===== src/rtl/mem_pkg.sv =====
// mem_pkg: shared types and widths for the SDRAM arbiter slice
package mem_pkg;
  localparam int MEM_AW = 22;
  localparam int MEM_DW = 16;
  localparam int PEND_MAX = 7;
  typedef enum logic [1:0] {ST_IDLE, ST_ISSUE, ST_WAIT} state_t;
  typedef enum logic [1:0] {OWN_REF, OWN_A, OWN_B} owner_t;
endpackage


===== src/rtl/sdram_port_arbiter_if.sv =====
// sdram_port_arbiter_if: one client port (request, write data, ack and read return)
interface sdram_port_arbiter_if;
  import mem_pkg::*;
  logic req;
  logic we;
  logic [MEM_AW-1:0] addr;
  logic [MEM_DW-1:0] din;
  logic [1:0] wdm;
  logic ack;
  logic rvalid;
  logic [MEM_DW-1:0] dout;
  modport master(output req, we, addr, din, wdm, input ack, rvalid, dout);
  modport slave(input req, we, addr, din, wdm, output ack, rvalid, dout);
endinterface


===== src/rtl/sdram_refresh_timer.sv =====
// sdram_refresh_timer: periodic refresh ticks with a saturating backlog of pending refreshes
module sdram_refresh_timer
  import mem_pkg::*;
#(
  parameter int REFRESH_INTERVAL = 810
) (
  input  logic       clk,
  input  logic       resetn,
  input  logic       en,
  input  logic       issue,
  output logic [2:0] pending,
  output logic       overdue
);
  localparam int CW = $clog2(REFRESH_INTERVAL + 1);
  logic [CW-1:0] cnt;
  logic tick;
  assign tick = en && cnt == '0;
  assign overdue = pending >= 3'd2;
  always_ff @(posedge clk or negedge resetn) begin
    if (!resetn) begin
      cnt <= CW'(REFRESH_INTERVAL - 1);
      pending <= '0;
    end else begin
      if (en) cnt <= tick ? CW'(REFRESH_INTERVAL - 1) : cnt - 1'b1;
      pending <= (tick && !issue && pending != 3'(PEND_MAX)) ? pending + 1'b1 :
                 (issue && !tick) ? pending - 1'b1 : pending;
    end
  end
endmodule


===== src/rtl/sdram_port_arbiter.sv =====
// sdram_port_arbiter: merges two client ports and auto-refresh onto the controller strobe interface
module sdram_port_arbiter
  import mem_pkg::*;
#(
  parameter int FREQ = 54_000_000,
  parameter int REFRESH_INTERVAL = 810,
  parameter int STARVE_LIMIT = 4
) (
  input  logic              clk,
  input  logic              resetn,
  sdram_port_arbiter_if.slave port_a,
  sdram_port_arbiter_if.slave port_b,
  output logic              mc_read,
  output logic              mc_write,
  output logic              mc_refresh,
  output logic [MEM_AW-1:0] mc_addr,
  output logic [MEM_DW-1:0] mc_din,
  output logic [1:0]        mc_wdm,
  input  logic [MEM_DW-1:0] mc_dout,
  input  logic              mc_busy,
  output logic              refresh_overdue
);
  localparam int SW = $clog2(STARVE_LIMIT + 1);
  if (FREQ <= 0) begin : g_bad_freq
    $error("FREQ must be positive");
  end
  state_t state;
  owner_t owner;
  logic rd, init_done;
  logic [SW-1:0] starve;
  logic [2:0] pending;
  logic idle_go, force_b, grant_ref, grant_a, grant_b, grant_rd, grant_wr;
  // refresh beats the starvation override, which beats port A
  assign idle_go = state == ST_IDLE && init_done && !mc_busy;
  assign force_b = port_b.req && starve == SW'(STARVE_LIMIT);
  assign grant_ref = idle_go && pending != '0;
  assign grant_a = idle_go && pending == '0 && !force_b && port_a.req;
  assign grant_b = idle_go && pending == '0 && (force_b || !port_a.req) && port_b.req;
  assign grant_rd = (grant_a && !port_a.we) || (grant_b && !port_b.we);
  assign grant_wr = (grant_a && port_a.we) || (grant_b && port_b.we);
  sdram_refresh_timer #(.REFRESH_INTERVAL(REFRESH_INTERVAL)) u_timer (
    .clk(clk),
    .resetn(resetn),
    .en(init_done),
    .issue(grant_ref),
    .pending(pending),
    .overdue(refresh_overdue)
  );
  always_ff @(posedge clk or negedge resetn) begin
    if (!resetn) begin
      state <= ST_IDLE;
      owner <= OWN_REF;
      rd <= 1'b0;
      init_done <= 1'b0;
      starve <= '0;
      mc_read <= 1'b0;
      mc_write <= 1'b0;
      mc_refresh <= 1'b0;
      mc_addr <= '0;
      mc_din <= '0;
      mc_wdm <= '0;
      port_a.ack <= 1'b0;
      port_a.rvalid <= 1'b0;
      port_a.dout <= '0;
      port_b.ack <= 1'b0;
      port_b.rvalid <= 1'b0;
      port_b.dout <= '0;
    end else begin
      init_done <= init_done || !mc_busy;
      port_a.ack <= grant_a;
      port_b.ack <= grant_b;
      port_a.rvalid <= 1'b0;
      port_b.rvalid <= 1'b0;
      starve <= (!port_b.req || grant_b) ? '0 :
                (grant_a && starve != SW'(STARVE_LIMIT)) ? starve + 1'b1 : starve;
      case (state)
        ST_IDLE: if (grant_ref || grant_a || grant_b) begin
          state <= ST_ISSUE;
          mc_refresh <= grant_ref;
          mc_read <= grant_rd;
          mc_write <= grant_wr;
          rd <= grant_rd;
          owner <= grant_ref ? OWN_REF : grant_a ? OWN_A : OWN_B;
          if (!grant_ref) begin
            mc_addr <= grant_a ? port_a.addr : port_b.addr;
            mc_din <= grant_a ? port_a.din : port_b.din;
            mc_wdm <= grant_a ? port_a.wdm : port_b.wdm;
          end
        end
        ST_ISSUE: begin
          state <= ST_WAIT;
          mc_read <= 1'b0;
          mc_write <= 1'b0;
          mc_refresh <= 1'b0;
        end
        ST_WAIT: if (!mc_busy) begin
          state <= ST_IDLE;
          if (rd && owner == OWN_A) begin
            port_a.rvalid <= 1'b1;
            port_a.dout <= mc_dout;
          end
          if (rd && owner == OWN_B) begin
            port_b.rvalid <= 1'b1;
            port_b.dout <= mc_dout;
          end
        end
        default: state <= ST_IDLE;
      endcase
    end
  end
endmodule


===== src/flat_wrapper.sv =====
// flat-port wrapper written by rule: the top's interface ports become plain ports
module sdram_port_arbiter_flat import mem_pkg::*;
#(
  parameter int FREQ = 54_000_000,
  parameter int REFRESH_INTERVAL = 810,
  parameter int STARVE_LIMIT = 4
)
  (clk, resetn, mc_read, mc_write, mc_refresh, mc_addr, mc_din, mc_wdm, mc_dout, mc_busy, refresh_overdue, port_a_req, port_a_we, port_a_addr, port_a_din, port_a_wdm, port_a_ack, port_a_rvalid, port_a_dout, port_b_req, port_b_we, port_b_addr, port_b_din, port_b_wdm, port_b_ack, port_b_rvalid, port_b_dout);
  sdram_port_arbiter_if port_a_i ();
  sdram_port_arbiter_if port_b_i ();
  input  logic clk;
  input  logic resetn;
  output logic mc_read;
  output logic mc_write;
  output logic mc_refresh;
  output logic [MEM_AW-1:0] mc_addr;
  output logic [MEM_DW-1:0] mc_din;
  output logic [1:0] mc_wdm;
  input  logic [MEM_DW-1:0] mc_dout;
  input  logic mc_busy;
  output logic refresh_overdue;
  input wire logic [$bits(port_a_i.req)-1:0] port_a_req;
  input wire logic [$bits(port_a_i.we)-1:0] port_a_we;
  input wire logic [$bits(port_a_i.addr)-1:0] port_a_addr;
  input wire logic [$bits(port_a_i.din)-1:0] port_a_din;
  input wire logic [$bits(port_a_i.wdm)-1:0] port_a_wdm;
  output wire logic [$bits(port_a_i.ack)-1:0] port_a_ack;
  output wire logic [$bits(port_a_i.rvalid)-1:0] port_a_rvalid;
  output wire logic [$bits(port_a_i.dout)-1:0] port_a_dout;
  input wire logic [$bits(port_b_i.req)-1:0] port_b_req;
  input wire logic [$bits(port_b_i.we)-1:0] port_b_we;
  input wire logic [$bits(port_b_i.addr)-1:0] port_b_addr;
  input wire logic [$bits(port_b_i.din)-1:0] port_b_din;
  input wire logic [$bits(port_b_i.wdm)-1:0] port_b_wdm;
  output wire logic [$bits(port_b_i.ack)-1:0] port_b_ack;
  output wire logic [$bits(port_b_i.rvalid)-1:0] port_b_rvalid;
  output wire logic [$bits(port_b_i.dout)-1:0] port_b_dout;
  assign port_a_i.req = port_a_req;
  assign port_a_i.we = port_a_we;
  assign port_a_i.addr = port_a_addr;
  assign port_a_i.din = port_a_din;
  assign port_a_i.wdm = port_a_wdm;
  assign port_a_ack = port_a_i.ack;
  assign port_a_rvalid = port_a_i.rvalid;
  assign port_a_dout = port_a_i.dout;
  assign port_b_i.req = port_b_req;
  assign port_b_i.we = port_b_we;
  assign port_b_i.addr = port_b_addr;
  assign port_b_i.din = port_b_din;
  assign port_b_i.wdm = port_b_wdm;
  assign port_b_ack = port_b_i.ack;
  assign port_b_rvalid = port_b_i.rvalid;
  assign port_b_dout = port_b_i.dout;
  sdram_port_arbiter #(.FREQ(FREQ), .REFRESH_INTERVAL(REFRESH_INTERVAL), .STARVE_LIMIT(STARVE_LIMIT)) u_core (.clk(clk), .resetn(resetn), .port_a(port_a_i), .port_b(port_b_i), .mc_read(mc_read), .mc_write(mc_write), .mc_refresh(mc_refresh), .mc_addr(mc_addr), .mc_din(mc_din), .mc_wdm(mc_wdm), .mc_dout(mc_dout), .mc_busy(mc_busy), .refresh_overdue(refresh_overdue));
endmodule

===== config.mk =====
export PLATFORM = sky130hd
export DESIGN_NAME = sdram_port_arbiter_flat
export DESIGN_NICKNAME = d
export VERILOG_FILES = /design/src/rtl/mem_pkg.sv /design/src/rtl/sdram_port_arbiter_if.sv /design/src/rtl/sdram_refresh_timer.sv /design/src/rtl/sdram_port_arbiter.sv /design/src/flat_wrapper.sv
export SDC_FILE = /design/constraint.sdc
export NUM_CORES = 1
export LEC_CHECK = 0
export BUFFER_PORTS_ARGS = -buffer_cell sky130_fd_sc_hd__buf_2
export CAP_MARGIN = 10
export CORE_MARGIN = 1
export CORE_UTILIZATION = 35
export DETAILED_ROUTE_END_ITERATION = 8
export PLACE_DENSITY = 0.7
export SYNTH_ARGS = -nofsm -noshare
export SYNTH_HDL_FRONTEND = slang
export SYNTH_SLANG_ARGS = --single-unit

===== constraint.sdc =====
create_clock -name clk -period 2.7 [get_ports clk]
set_clock_uncertainty 0.15 [all_clocks]
set_input_delay 0.27 -clock clk [delete_from_list [all_inputs] [get_ports clk]]
set_output_delay 0.27 -clock clk [all_outputs]
set_load 0.01 [all_outputs]

; ---- Word level (Yosys, flattened, before mapping)
; Index checks and enable logic that the tools add are counted.
[op_classes]
add_sub_neg = 4
order_cmp = 1
n_eq_ne = 9
n_mux = 25
n_bitwise = 2
reduce_logical = 48
[op_table]
columns = op, n
row1 = 22-bit 2-to-1 mux, 1
row2 = 1-bit logical AND, 20
row3 = 16-bit 2-to-1 mux, 1
row4 = 3-bit 2-to-1 mux, 4
row5 = 10-bit logical NOT, 1
row6 = 10-bit 2-to-1 mux, 1
row7 = 2-bit 2-to-1 mux, 5
row8 = 10-bit by 1-bit subtractor with 10-bit output (second input constant), 1
row9 = 1-bit 2-to-1 mux, 9
row10 = 3-bit AND reduction, 3
row11 = 1-bit logical NOT, 8
row12 = 1-bit logical OR, 7
row13 = 3-bit by 1-bit adder with 3-bit output (second input constant), 2
row14 = 3-bit != test (second input constant), 2
row15 = 1-bit one-hot mux with 2 select lines, 3
row16 = 2-bit one-hot mux with 3 select lines, 1
row17 = 2-bit AND reduction, 3
row18 = 2-bit nonzero test, 3
row19 = 2-bit by 1-bit == test with 1-bit output (second input constant), 2
row20 = 2-bit == test (second input constant), 2
row21 = 2-bit != test (second input constant), 2
row22 = 3-bit == test (second input constant), 1
row23 = 3-bit by 2-bit >= comparator with 1-bit output (second input constant), 1
row24 = 3-bit logical NOT, 1
row25 = 4 further kinds, 5
[word_totals]
reg_bits = 101
input_bits = 103
output_inout_bits = 80
wordCells = 108

; ---- Depth between registers and ports, before layout
[depth]
word_depth = 10
ltp_mapped = 12
mapped_depth_nobuf = 10

; ---- Modules after synthesis
; A second synthesis with hierarchy kept.
[unflattened]
cells_unflattened = 398
area_unflattened_um2 = 4384.2
[modules_own_cells]
columns = module, instances, cells_each, area_per_inst_um2, seq_area_each_um2
row1 = sdram_port_arbiter, 1, 312, 3553.4, 2202.1
row2 = sdram_refresh_timer, 1, 86, 830.8, 331.6

; ---- Worst setup path after synthesis
; Ideal clock, no wire load.
[synth_path]
path_type = reg2reg
startpoint = register u_core.u_timer.cnt[7]
endpoint = register u_core.u_timer.pending[2]
setup_time_ns = 0.104
t_arrival_ns = 2.361
t_required_ns = 2.446
slack_ns = 0.085
stages_incl_launch_ff = 10
path_buffers = 2
period_less_slack_ns = 2.615
cell_sequence = dfrtp_1 nor4_1 and4b_1 buf_2 buf_2 nand2_1 fa_1 nor3_1 a311oi_1 a221oi_1
[synth_via]
elab_chain_len = 5
word_cells_on_any_way = 8
classes_between = 1 x mux / 7 x reduce/logical
[synth_rtl]
columns = element, line_no
row1 = from (decl), sdram_refresh_timer.sv:15  ; logic [CW-1:0] cnt;
row2 = from (signal assigned), sdram_refresh_timer.sv:21  ; cnt <= CW'(REFRESH_INTERVAL - 1);
row3 = from (signal assigned), sdram_refresh_timer.sv:24  ; if (en) cnt <= tick ? CW'(REFRESH_INTERVAL - 1) : cnt - 1'b1;
row4 = 10-bit logical NOT (*), sdram_refresh_timer.sv:17  ; assign tick = en && cnt == '0;
row5 = 1-bit logical AND (*), sdram_refresh_timer.sv:17
row6 = 1-bit logical AND or 1-bit logical NOT (tied branches), "sdram_refresh_timer.sv:25, sdram_refresh_timer.sv:26"
row7 = 1-bit logical AND (on tied branches), "sdram_refresh_timer.sv:25, sdram_refresh_timer.sv:26"
row8 = 3-bit 2-to-1 mux or 2-bit nonzero test (tied branches), --
row9 = to (signal assigned), sdram_refresh_timer.sv:25  ; pending <= (tick && !issue && pending != 3'(PEND_MAX)) ? pending + 1'b1 :
row10 = to (decl), sdram_refresh_timer.sv:11  ; output logic [2:0] pending,
; Every way passes the cells marked *; elsewhere a longest branch is shown, timed or not.
; A chain may end at the register's enable or synchronous reset.

; ---- Worst setup path after layout
[layout_path]
startpoint = input port mc_busy
endpoint = register u_core.u_timer.pending[1]
[layout_via]
elab_chain_len = 7
word_cells_on_any_way = 9
classes_between = 1 x mux / 8 x reduce/logical
[layout_rtl]
columns = element, line_no
row1 = from (decl), flat_wrapper.sv:20  ; input logic mc_busy;
row2 = 1-bit logical NOT (*), sdram_port_arbiter.sv:34  ; assign idle_go = state == ST_IDLE && init_done && !mc_busy;
row3 = 1-bit logical AND (*), sdram_port_arbiter.sv:34
row4 = 1-bit logical AND (*), sdram_port_arbiter.sv:36  ; assign grant_ref = idle_go && pending != '0;
row5 = 1-bit logical NOT, --
row6 = 1-bit logical AND (2 in a row), sdram_refresh_timer.sv:25
row7 = 3-bit 2-to-1 mux or 2-bit nonzero test (tied branches), --
; Marked as above.

==> flow_summary_export.csv <==
group,metric,value,unit
synthesis,ys_types,51,
layout,multi_input_area,1860,sq um
worst_hold_path,hold_class,"in -> reg",
detailed_routing,drt-initial-drc-count,202,
synthesis,syn_area_per_cell,9.85,sq um
global_routing,grt_max_degree,82,
place,place.gp.congestion,0.801,
die,die_w,116,um
die,dieHeight,116,um
detailed_routing,drc,0,
sta,tightest_slew,522,ps
sta,maxSlewViolCount,0,
flow_run,maxCapViolCount,0,
clock_tree,cts_root_buf,"clkbuf_16",
synthesis,synth_compound_area_share,8.53,%
critical_path,crit_path_max_fanout,5,
global_routing,antenna_found_initial,0,
critical_path,r2r_start,"u_core.state[1]",
worst_hold_path,holdCritStartpoint,"port_b_addr[16]",
outcome,status,"complete, no violations",
sta,slew_headroom,65.0,%
sta,finalSetupViolations,0,
layout,layout-drive-gt1-share,33.9,%
synthesis,ys_ff_latch,101,
synthesis,yosysTopAreaCell,"dfrtp_1",
critical_path,r2r_slack,230,ps
clock_tree,numClockSinks,101,
layout,area.sequential,2530,sq um
power,power,4.91,mW
synthesis,synth_top_area_share,52.5,%
layout,nFillCells,1174,
synthesis,synthAdderAreaFrac,1.53,%
die,start_util,36.1,%
clock_tree,cts_tree,"built",
critical_path,reg2regPathDepth,7,
worst_hold_path,hold_path_depth,3,
critical_path,cp-start-kind,"input port",
detailed_routing,via_per_inst,4.65,
global_routing,grt_pass1_wl,17600,um
sta,fin_crit,2630,ps
die,die_area,13500,sq um
detailed_routing,ant_nets,0,
synthesis,synthCells,465,
synthesis,synthTopCellsByArea,"dfrtp_1 (52%), nand2_1 (13%), mux2i_1 (9.0%), o21ai_1 (4.4%), dfstp_2 (2.9%)",
synthesis,synth_xor_area_share,1.53,%
sta,setup-tns-final,0,ps
detailed_routing,wl_per_cell,12.8,um
sta,fin_crit_sh,97.4,%
clock_tree,cts_max_level,3,
critical_path,crit_required,2760,ps
power,p_leak,3.26,nW
synthesis,synth_ff_type,"dfrtp_1",
place,dp_hpwl,8050,um
detailed_routing,wirelength,10900,um
clock_tree,numCtsBuffers,9,
layout,layout.nets,778,
global_routing,overflow,0,
detailed_routing,first_pass_iters,4,
critical_path,r2r_end,"u_core.u_timer.pending[1]",
sta,final_hold_viol_count,0,
synthesis,syn_area,4580,sq um
layout,area_delta_synth_final,36.5,%
clock_tree,cts_setup_buffers,0,
power,ir_drop,0.000413,V
die,io_pins,183,
synthesis,synth.area.mux_share,8.96,%
global_routing,track_usage,16.8,%
synthesis,async_flop_share,100,%
synthesis,synth_fp_nets,573,
global_routing,grt_pass1_vias,3827,
critical_path,worstPathArrival,2690,ps
clock_tree,clk_path_buf_depth,2,
die,fp-row-count,41,
place,port_buffers,182,
layout,diodes,0,
synthesis,synth_top_family_by_area,"simple AND/OR/NAND/NOR gates",
sta,max_freq,380,MHz
die,core_area,12700,sq um
critical_path,end_kind,"flip-flop",
clock_tree,clock_latency,340,ps
synthesis,synthSimpleGateAreaFrac,19.7,%
detailed_routing,vias,3936,
synthesis,synth_warnings,0,
clock_tree,clkTransAtPathRegs,70,ps
sta,grt_setup_unrepaired,"no",
power,power_density,787,nW/um^2
synthesis,synth-edff-count,0,
critical_path,critPathKind,"in -> reg",
synthesis,ys_seq_area_share,55.3,%
worst_hold_path,min_to,"u_core.mc_addr[16]",
## Yosys cell counts (all sizes together), types with 2 or more instances
master and n:
and2 2, clkbuf 15, nand2b 3, clkinv 3, xnor2 4, buf 9, nor2b 2, nor3 4
nand2 158, dfrtp 96, dfstp 5, a21oi 4, mux2i 41, xor2 4, nand3b 3, nor3b 3
inv 7, ha 4, nor2 8, o41ai 2, o21ai 49, o22ai 2, nand3 12, and3 3
a22oi 2, a21boi 2
## placed cells by master (no fill, tap or decap), types with 2 or more instances in the layout
cell type / count
a21boi_0: 2
buf_4: 17
nand3b_1: 3
nand2_1: 158
o21ai_1: 39
nand2b_1: 3
mux2i_1: 41
and2_1: 2
a22oi_1: 2
inv_8: 4
dfrtp_1: 96
buf_12: 2
a21oi_1: 4
nor2b_1: 2
clkinv_4: 2
dlygate4sd3_1: 18
clkinv_1: 2
nor3_1: 3
o41ai_1: 2
bufinv_16: 2
buf_2: 181
inv_1: 7
o22ai_1: 2
ha_1: 4
o21ai_0: 9
and3_1: 3
xor2_1: 4
nand3_1: 11
dfstp_2: 5
nor3b_1: 3
clkbuf_16: 9
xnor2_1: 4
nor2_1: 8
## kinds of logic (layout without fill, tap and decap cells)
family,Yosys count,count (layout)
simple gates,207,207
flops,101,101
xor+xnor,8,8
compound gates,69,69
buf+inv,34,244
mux,41,41
fa+ha+maj,5,5
## layout make-up
class	instances	share of cell area, %
well taps	172	3.44
inverters	10	0.681
repair buffers	218	20.1
flip-flops and latches	101	40.6
clock inverters	7	1.82
multi-input cells	330	29.8
clock buffers	9	3.61
## where the power goes
part | switching, mW | leakage (nW) | internal (mW) | total [mW]
combinational | 0.722 | 1.78 | 0.612 | 1.33
clock | 0.609 | 0.167 | 0.840 | 1.45
sequential | 0.234 | 1.31 | 1.90 | 2.13
total | 1.56 | 3.26 | 3.35 | 4.91
## flip-flops by register name (all words and copies together), names as in the netlist, 3 cells and up
name	count
u_core.port_b.dout	16
u_core.u_timer.pending	3
u_core.port_a.dout	16
u_core.u_timer.cnt	10
u_core.mc_din	16
u_core.starve	3
u_core.mc_addr	22
## worst max-delay path, stage by stage
cell	delay, ps
dlygate4sd3_1	560
buf_2	160
or4b_4	520
a22o_1	220
nand2_1	70
fa_1	450
and3_1	190
a21oi_1	110
o2111ai_1	120
## through the flow
step / utilization (%) / cell area [sq um] / hold WS (ps) / std cells / setup WS [ps]
6_report: 49.3 / 6250 / 38.2 / 847 / 70.2
4_1_cts: 49.2 / 6240 / 26.6 / 847 / 22.7
2_1_floorplan: - / 4580 / -176 / 465 / 85.0
5_1_grt: 49.3 / 6250 / 35.4 / 847 / 5.01
3_5_place_dp: 45.1 / 5720 / 118 / 813 / 190
3_3_place_gp: 45.1 / 5720 / 121 / 813 / 245
## layer usage
layer	global-route usage (%)	vias up	wire length, um
li1	-	1963	-
met1	20.1	1831	4730
met2	29.2	131	5420
met3	3.94	11	585
met4	6.67	0	148
met5	0	-	0
## repair_timing
| item | 4_1_cts | 5_1_grt |
|---|---|---|
| hold buffers | 18 | 0 |
| endpoints found under the setup margin | 0 | 6 |
| gates resized for setup | 0 | 2 |
| hold endpoints to repair | 68 | 0 |
## worst max-delay path by stage
stage,from,to,depth (start not counted)
6_report,mc_busy,u_core.u_timer.pending[1],9
3_3_place_gp,u_core.state[1],u_core.u_timer.pending[1],7
5_1_grt,u_core.u_timer.cnt[1],u_core.u_timer.pending[2],9
2_1_floorplan,u_core.u_timer.cnt[7],u_core.u_timer.pending[2],9
4_1_cts,mc_busy,u_core.u_timer.pending[1],9
3_5_place_dp,u_core.state[1],u_core.u_timer.pending[1],7
Power figures use the tool's default switching activity.
